`config.mk`:
```
export PLATFORM = sky130hd
export DESIGN_NAME = fare_lookup_ctrl
export DESIGN_NICKNAME = d
export VERILOG_FILES = /design/src/rtl/fare_lookup_ctrl.sv
export SDC_FILE = /design/constraint.sdc
export NUM_CORES = 1
export LEC_CHECK = 0
export BUFFER_PORTS_ARGS = -buffer_cell sky130_fd_sc_hd__clkbuf_2
export CAP_MARGIN = 25
export CORE_ASPECT_RATIO = 1.1
export CORE_MARGIN = 2
export CORE_UTILIZATION = 60
export DETAILED_ROUTE_END_ITERATION = 6
export PLACE_DENSITY = 0.95
export SYNTH_ARGS = -nofsm -noshare
export SYNTH_HDL_FRONTEND = slang
export SYNTH_SLANG_ARGS = --single-unit
export TNS_END_PERCENT = 20
```
`constraint.sdc`:
```
create_clock -name clk -period 18.3 [get_ports clk]
set_input_delay 3.66 -clock clk [delete_from_list [all_inputs] [get_ports clk]]
set_output_delay 3.66 -clock clk [all_outputs]
set_load 0.03 [all_outputs]
```
`src/rtl/fare_lookup_ctrl.sv`:
```
// Round-robin sequencer for the shared fare-table RAM read port, serving two fare-query requesters.
// Define FARE_CACHE_EN to add a one-entry cache of the last valid query's price.
`timescale 1ns/1ps
module fare_lookup_ctrl #(
  parameter int RAM_LAT = 2,
  parameter int ADDR_W  = 19,
  parameter int PRICE_W = 12
) (
  input  logic               clk,
  input  logic               rst,
  input  logic               req0_valid,
  input  logic [1:0]         req0_sline,
  input  logic [4:0]         req0_spoint,
  input  logic [1:0]         req0_eline,
  input  logic [4:0]         req0_epoint,
  output logic               req0_ready,
  input  logic               req1_valid,
  input  logic [1:0]         req1_sline,
  input  logic [4:0]         req1_spoint,
  input  logic [1:0]         req1_eline,
  input  logic [4:0]         req1_epoint,
  output logic               req1_ready,
  output logic               resp0_valid,
  output logic               resp1_valid,
  output logic [PRICE_W-1:0] resp_price,
  output logic               resp_err,
  output logic               ram_en,
  output logic [ADDR_W-1:0]  ram_addr,
  input  logic [PRICE_W-1:0] ram_dout,
  output logic               busy
);

  typedef enum logic [1:0] {IDLE, ISSUE, WAIT, DONE} state_t;

  state_t      state;
  logic        rr;
  logic        req_id;
  logic        q_ok;
  logic [2:0]  cnt;
  logic        grant;
  logic        accept;
  logic        hit;
  logic [1:0]  sel_sline;
  logic [1:0]  sel_eline;
  logic [4:0]  sel_spoint;
  logic [4:0]  sel_epoint;
  logic [6:0]  sel_sidx;
  logic [6:0]  sel_eidx;
  logic        sel_ok;
  logic [13:0] sel_addr;

  function automatic logic [6:0] line_offset(input logic [1:0] line);
    case (line)
      2'd0:    return 7'd0;
      2'd1:    return 7'd27;
      2'd2:    return 7'd53;
      default: return 7'd82;
    endcase
  endfunction

  function automatic logic [4:0] line_last(input logic [1:0] line);
    case (line)
      2'd0:    return 5'd26;
      2'd1:    return 5'd25;
      2'd2:    return 5'd28;
      default: return 5'd17;
    endcase
  endfunction

  // rr only matters when both requesters compete; a lone requester always wins.
  always_comb begin
    grant = 1'b0;
    if (req0_valid && req1_valid)
      grant = rr;
    else if (req1_valid)
      grant = 1'b1;
  end

  assign req0_ready = !rst && (state == IDLE) && req0_valid && !grant;
  assign req1_ready = !rst && (state == IDLE) && req1_valid && grant;
  assign accept     = req0_ready || req1_ready;
  assign busy       = (state != IDLE);

  assign sel_sline  = grant ? req1_sline  : req0_sline;
  assign sel_spoint = grant ? req1_spoint : req0_spoint;
  assign sel_eline  = grant ? req1_eline  : req0_eline;
  assign sel_epoint = grant ? req1_epoint : req0_epoint;
  assign sel_sidx   = line_offset(sel_sline) + 7'(sel_spoint);
  assign sel_eidx   = line_offset(sel_eline) + 7'(sel_epoint);
  assign sel_ok     = (sel_spoint <= line_last(sel_sline)) &&
                      (sel_epoint <= line_last(sel_eline)) &&
                      (sel_sidx != sel_eidx);
  assign sel_addr   = 14'(sel_sidx) * 14'd100 + 14'(sel_eidx);

`ifdef FARE_CACHE_EN
  logic               cache_vld;
  logic [6:0]         cache_sidx;
  logic [6:0]         cache_eidx;
  logic [PRICE_W-1:0] cache_price;
  logic [6:0]         q_sidx;
  logic [6:0]         q_eidx;
  logic               q_hit;

  assign hit = cache_vld && sel_ok && (sel_sidx == cache_sidx) && (sel_eidx == cache_eidx);
`else
  assign hit = 1'b0;
`endif

  // Address and read strobe are registered at accept so the RAM sees them during ISSUE.
  always_ff @(posedge clk) begin
    if (rst) begin
      state       <= IDLE;
      rr          <= 1'b0;
      req_id      <= 1'b0;
      q_ok        <= 1'b0;
      cnt         <= '0;
      resp0_valid <= 1'b0;
      resp1_valid <= 1'b0;
      resp_price  <= '0;
      resp_err    <= 1'b0;
      ram_en      <= 1'b0;
      ram_addr    <= '0;
`ifdef FARE_CACHE_EN
      cache_vld   <= 1'b0;
      cache_sidx  <= '0;
      cache_eidx  <= '0;
      cache_price <= '0;
      q_sidx      <= '0;
      q_eidx      <= '0;
      q_hit       <= 1'b0;
`endif
    end else begin
      resp0_valid <= 1'b0;
      resp1_valid <= 1'b0;
      case (state)
        IDLE: begin
          if (accept) begin
            state  <= ISSUE;
            req_id <= grant;
            rr     <= ~grant;
            q_ok   <= sel_ok;
            ram_en <= sel_ok && !hit;
            if (sel_ok && !hit)
              ram_addr <= ADDR_W'(sel_addr);
`ifdef FARE_CACHE_EN
            q_sidx <= sel_sidx;
            q_eidx <= sel_eidx;
            q_hit  <= hit;
`endif
          end
        end
        ISSUE: begin
          ram_en <= 1'b0;
          if (!q_ok) begin
            resp_price  <= '0;
            resp_err    <= 1'b1;
            resp0_valid <= !req_id;
            resp1_valid <= req_id;
            state       <= DONE;
          end
`ifdef FARE_CACHE_EN
          else if (q_hit) begin
            resp_price  <= cache_price;
            resp_err    <= 1'b0;
            resp0_valid <= !req_id;
            resp1_valid <= req_id;
            state       <= DONE;
          end
`endif
          else begin
            cnt   <= 3'(RAM_LAT - 1);
            state <= WAIT;
          end
        end
        WAIT: begin
          if (cnt == 3'd0) begin
            resp_price  <= ram_dout;
            resp_err    <= 1'b0;
            resp0_valid <= !req_id;
            resp1_valid <= req_id;
            state       <= DONE;
`ifdef FARE_CACHE_EN
            cache_vld   <= 1'b1;
            cache_sidx  <= q_sidx;
            cache_eidx  <= q_eidx;
            cache_price <= ram_dout;
`endif
          end else begin
            cnt <= cnt - 3'd1;
          end
        end
        DONE:    state <= IDLE;
        default: state <= IDLE;
      endcase
    end
  end

endmodule

```
# --- Word-level counts from Yosys, hierarchy flattened ---
# Index checks and enable logic that the tools add are counted.
# Widths: inputs -> output; s select.
totals:
  regBits: 38
  out_inout_bits: 38
  elab_cells: 88
op_classes:
  n_addsub: 4
  n_mul: 1
  n_lt_le_gt_ge: 2
  eq_ne: 13
  muxes: 31
  bitwise: 1
  reduce_logical: 25
ops:
  columns: ["op", "count"]
  rows:
  - ["$pmux 7 s3", 2]
  - ["$mux 12", 2]
  - ["$pmux 12 s2", 1]
  - ["$pmux 4 s3", 2]
  - ["$add 14x7->14", 1]
  - ["$add 7x5->7", 2]
  - ["$mul 7x5->12 const B", 1]
  - ["$le 5x5->1", 2]
  - ["$mux 1", 10]
  - ["$mux 5", 2]
  - ["$ne 2x2->1 const B", 5]
  - ["$reduce_and 3->1", 3]
  - ["$eq 2x2->1 const B", 4]
  - ["$logic_and 1x1->1", 8]
  - ["$mux 2", 4]
  - ["$pmux 1 s2", 4]
  - ["$pmux 2 s4", 1]
  - ["$ne 7x7->1", 1]
  - ["$eq 2x1->1 const B", 3]
  - ["$logic_not 2->1", 3]
  - ["$mux 3", 2]
  - ["$pmux 3 s2", 1]
  - ["$reduce_and 2->1", 3]
  - ["$reduce_bool 2->1", 3]
  - ["other kinds (5)", 7]

# --- Logic depth before layout (Yosys ltp) ---
depth:
  depth_word: 10
  ltp_mapped: 23

# --- Worst setup path after synthesis ---
# Ideal clock, no wire load.
synth_timing:
  kind: "input -> register"
  from: "input req0_valid"
  to: "register ram_addr[13]"
  setup_time_ns: 0.079
  arrival_ns: 8.696
  path_slack_ns: 9.525
  cell_stages: 22
  cell_sequence: "inv_1 o21ai_2 mux2_2 inv_1 ha_1 inv_1 ha_1 nor2b_1 or3_4 and2_1 ha_1 ha_1 inv_1 fa_1 inv_1 ha_1 a211oi_1 nor2_1 nor4_1 nand4_1 xnor3_1 a211oi_2"
synth_between:
  elab_chain_len: 9
synth_lines:
  columns: ["element", "line_no", "text"]
  rows:
  - ["start: declaration", "11", "input logic req0_valid,"]
  - ["parallel branches: the longest is 9 deep, another holds $add 14x7->14", null, null]
  - ["end signal: assignment", "144", "ram_addr <= ADDR_W'(sel_addr);"]
  - ["end: declaration", "28", "output logic [ADDR_W-1:0] ram_addr,"]
# Several ways; the timed one is not identified.
# A chain may end at the register's enable or synchronous reset.

# --- Worst setup path in the final report ---
# Same ends and word-level chain as after synthesis.

==> results by group <==
Floorplanning
  • Die area: 6570 um2
  • Core area: 5770 um2
  • Row count: 29
  • Initial core utilization: approximately three fifths
  • IO Pins: around 80
  • Die height: 84.8 um
  • Die width: 77.5 um

Setup path
  • Crit-path max FO: 17
  • Reg2Reg Depth: 22
  • CP startpoint: req0_valid
  • Slowest-stage cell, CP: fa_1
  • Critical Path RT: roughly 19000 ps
  • Critical Path Stages: 24
  • Reg-to-Reg End: ram_addr[13]
  • R2r startpoint: rr
  • Crit-path cells: clkbuf_2, inv_1, o21ai_2, buf_4, mux2_2, inv_1, ha_1, inv_1, ha_1, nor2b_1, or3_4, and2_1, ha_1, ha_1, inv_1, fa_1, inv_1, ha_1, a211oi_1, nor2_1, nor4_1, nand4_1, xnor3_1, a211oi_2
  • Endpoint class of the critical path: flop
  • CP max stage delay: 530 ps
  • Critical Path Sink: ram_addr[13]
  • Arrival @ worst endpoint: about 9400 ps
  • Crit-path leading delay family: adder cells
  • Critical path class: in2reg
  • WP buf/inv: 7
  • R2R setup slack: 12300 ps
  • Startpoint Class: primary input

Timing
  • Worst Tran Pin Value: ~840 ps
  • Worst setup margin: around 9100 ps
  • Setup violators final: 0
  • Final worst path period share: around half
  • Final Hold Fails: 0
  • Final hold slack: roughly 460 ps
  • RSZ-0062 raised after global routing: false
  • Setup TNS: 0 ps
  • Clock skew: 2.66 ps
  • Worst slew margin: 44.1%
  • Final Critical Period: 9180 ps
  • Fin. max-slew vios: 0
  • FMAX: 0.109 GHz

Synth
  • Mapped Cells: 409
  • Mapped Area: between 3000 and 4000 um2
  • Syn Area/Cell: 8.71 um2
  • Synth cell types: 57
  • Ys async rst share: 0%
  • Sequential element share of the synthesized area: a little over a fifth
  • Synth Warn #: 0
  • Post-synth EDFFs: 0
  • Synth Register Bits: 38
  • Ys flop type: dfxtp_1

Layout
  • Final Cell Area: 4040 um2
  • Final cell count without fillers: roughly 560
  • Synthesis-to-layout area growth: 13.5%
  • Fin nets: roughly 600
  • Ant diodes: 0
  • Layout cells sized above 1: 24.1%

Drt
  • Initial drt markers: 241
  • WL final: 8630 um
  • Vias per Instance: 5.88
  • First-pass DRT Iterations: 5
  • Via count: 3281
  • Drc violations: 0
  • Final ANT Viol Nets: 0
  • Post-detailed-route wirelength per cell: 15.5 um

Global route
  • Pin count of the biggest net entering global routing: 41
  • First-pass GRT wire length: approximately 14000 um
  • Initial antenna violation count: 0
  • All-Layer GR Usage: 26.6%
  • Vias in the first global route: roughly 3.3k
  • GRT overflow: 0

CTS
  • Longest Clk Path Bufs: 2
  • Clock root cell: clkbuf_8
  • H-Tree Depth: 2
  • Worst-path clk slew: 70 ps
  • Worst skew pair latency: ~290 ps
  • Post-CTS Setup Repair Bufs: 0
  • Sink Count: 38
  • Num CTS Buffers: 5
  • Post-CTS resize count: 0
  • Hold buffers post-CTS: 0
  • CTS tree: yes

Placed design
  • Placed instance area: 3970 um2
  • GP Congestion: 0.931
  • Post-DP HPWL: 7010 um
  • Pre-CTS setup slack: 8850 ps
  • # port buffers: 76
  • Dpl cells: approximately 550

Run
  • MaxCap Viol Count: 0

Worst hold path
  • Min-Delay Path Class: reg2reg

Pwr
  • Max VDD drop: 0.105 mV
  • Leak Pwr: 1.88 nW
  • Pwr dens: 162 nW/um2

Status
  • Outcome: finished, final reports clean
-- final cells by class --
class / count / area (um2)
Sequential cell: 38 / 761
Clock buffer: 7 / 76.3
Tap cell: 77 / 96.3
Timing Repair Buffer: 77 / 388
Multi-Input combinational cell: 325 / 2590
Inverter: 34 / 128
Fill cell: 420 / 1730
-- Yosys cell counts, types with 4 or more instances --
master | n | area share [%]
inv_1 | 33 | 3.5
dfxtp_1 | 38 | 21
o21ai_1 | 8 | 1.1
mux2_2 | 12 | 3.8
a211oi_2 | 6 | 2.1
ha_1 | 58 | 20
nor2_1 | 21 | 2.2
o21bai_1 | 5 | 1.1
buf_4 | 5 | 1.1
fa_1 | 5 | 2.8
nand3_1 | 25 | 3.5
nand2b_1 | 6 | 1.1
nand2_1 | 21 | 2.2
clkbuf_1 | 7 | 0.74
o21ai_0 | 11 | 1.5
nand4_1 | 5 | 0.88
xor2_1 | 9 | 2.2
a21oi_2 | 4 | 0.98
o21a_1 | 6 | 1.3
xnor2_1 | 17 | 4.2
a211oi_1 | 7 | 1.5
a21oi_1 | 38 | 5.3
nor2b_1 | 10 | 1.8
-- flip-flops by register name, indices dropped and copies added, names as in the netlist, 2 cells and up --
| signal | count |
|---|---|
| ram_addr | 14 |
| resp_price | 12 |
| state | 2 |
| cnt | 3 |
-- tightest hold or removal path, cell delays in order (launching register included) --
cell and delay (ps):
dfxtp_1 310, nand2_1 50, a21oi_1 50
-- cells in the final DEF, fill, tap and decap left out, types with 7 or more instances in the layout --
cell type	instances
clkbuf_2	76
ha_1	58
a21oi_1	38
dfxtp_1	38
inv_1	33
nand3_1	25
nor2_1	21
nand2_1	21
xnor2_1	17
mux2_2	12
o21ai_0	11
nor2b_1	10
xor2_1	9
o21ai_1	8
a211oi_1	7
-- through the flow --
step / total power [mW] / util, %
global placement: 0.567 / 68.7
CTS: 0.651 / 70.1
floorplan: 0.494 / -
detailed placement: 0.594 / 68.7
global route: 0.710 / 70.1
finish: 0.654 / 70.1
-- routing by layer --
layer | GRT usage (%) | part of all wire (%) | up-vias
li1 | - | - | 1582
met1 | 27.3 | 37 | 1550
met2 | 52.7 | 56 | 125
met3 | 3.33 | 4.3 | 24
met4 | 12.2 | 2.6 | 0
met5 | 0 | 0 | -
-- how the worst min path moves through the flow --
stage / endpoint / start / cells after the start
detailed placement: resp_price[1] / resp_price[1] / 2
CTS: resp_price[2] / resp_price[2] / 2
floorplan: resp0_valid / req_id / 1
finish: resp_price[2] / resp_price[2] / 2
global route: resp_price[8] / resp_price[8] / 2
global placement: resp_price[0] / resp_price[0] / 2
-- power by group --
group	internal, mW	switching (mW)
combinational	0.201	0.291
clock	0.0262	0.0285
sequential	0.0982	0.00973
-- cells by family (layout without fill, tap and decap cells) --
family | count (synthesis) | after routing | share of synthesized area (%)
adder cells (fa/ha/maj) | 63 | 63 | 23.2
multiplexers | 15 | 15 | 4.64
AND/OR/NAND/NOR | 108 | 108 | 16.1
other | 1 | 5 | 0.105
buffers and inverters | 50 | 118 | 6.22
XOR/XNOR | 28 | 28 | 7.69
AO/OA/AOI/OAI | 106 | 106 | 20.7
flip-flops | 38 | 38 | 21.4
(Power assumes the default switching activity.)
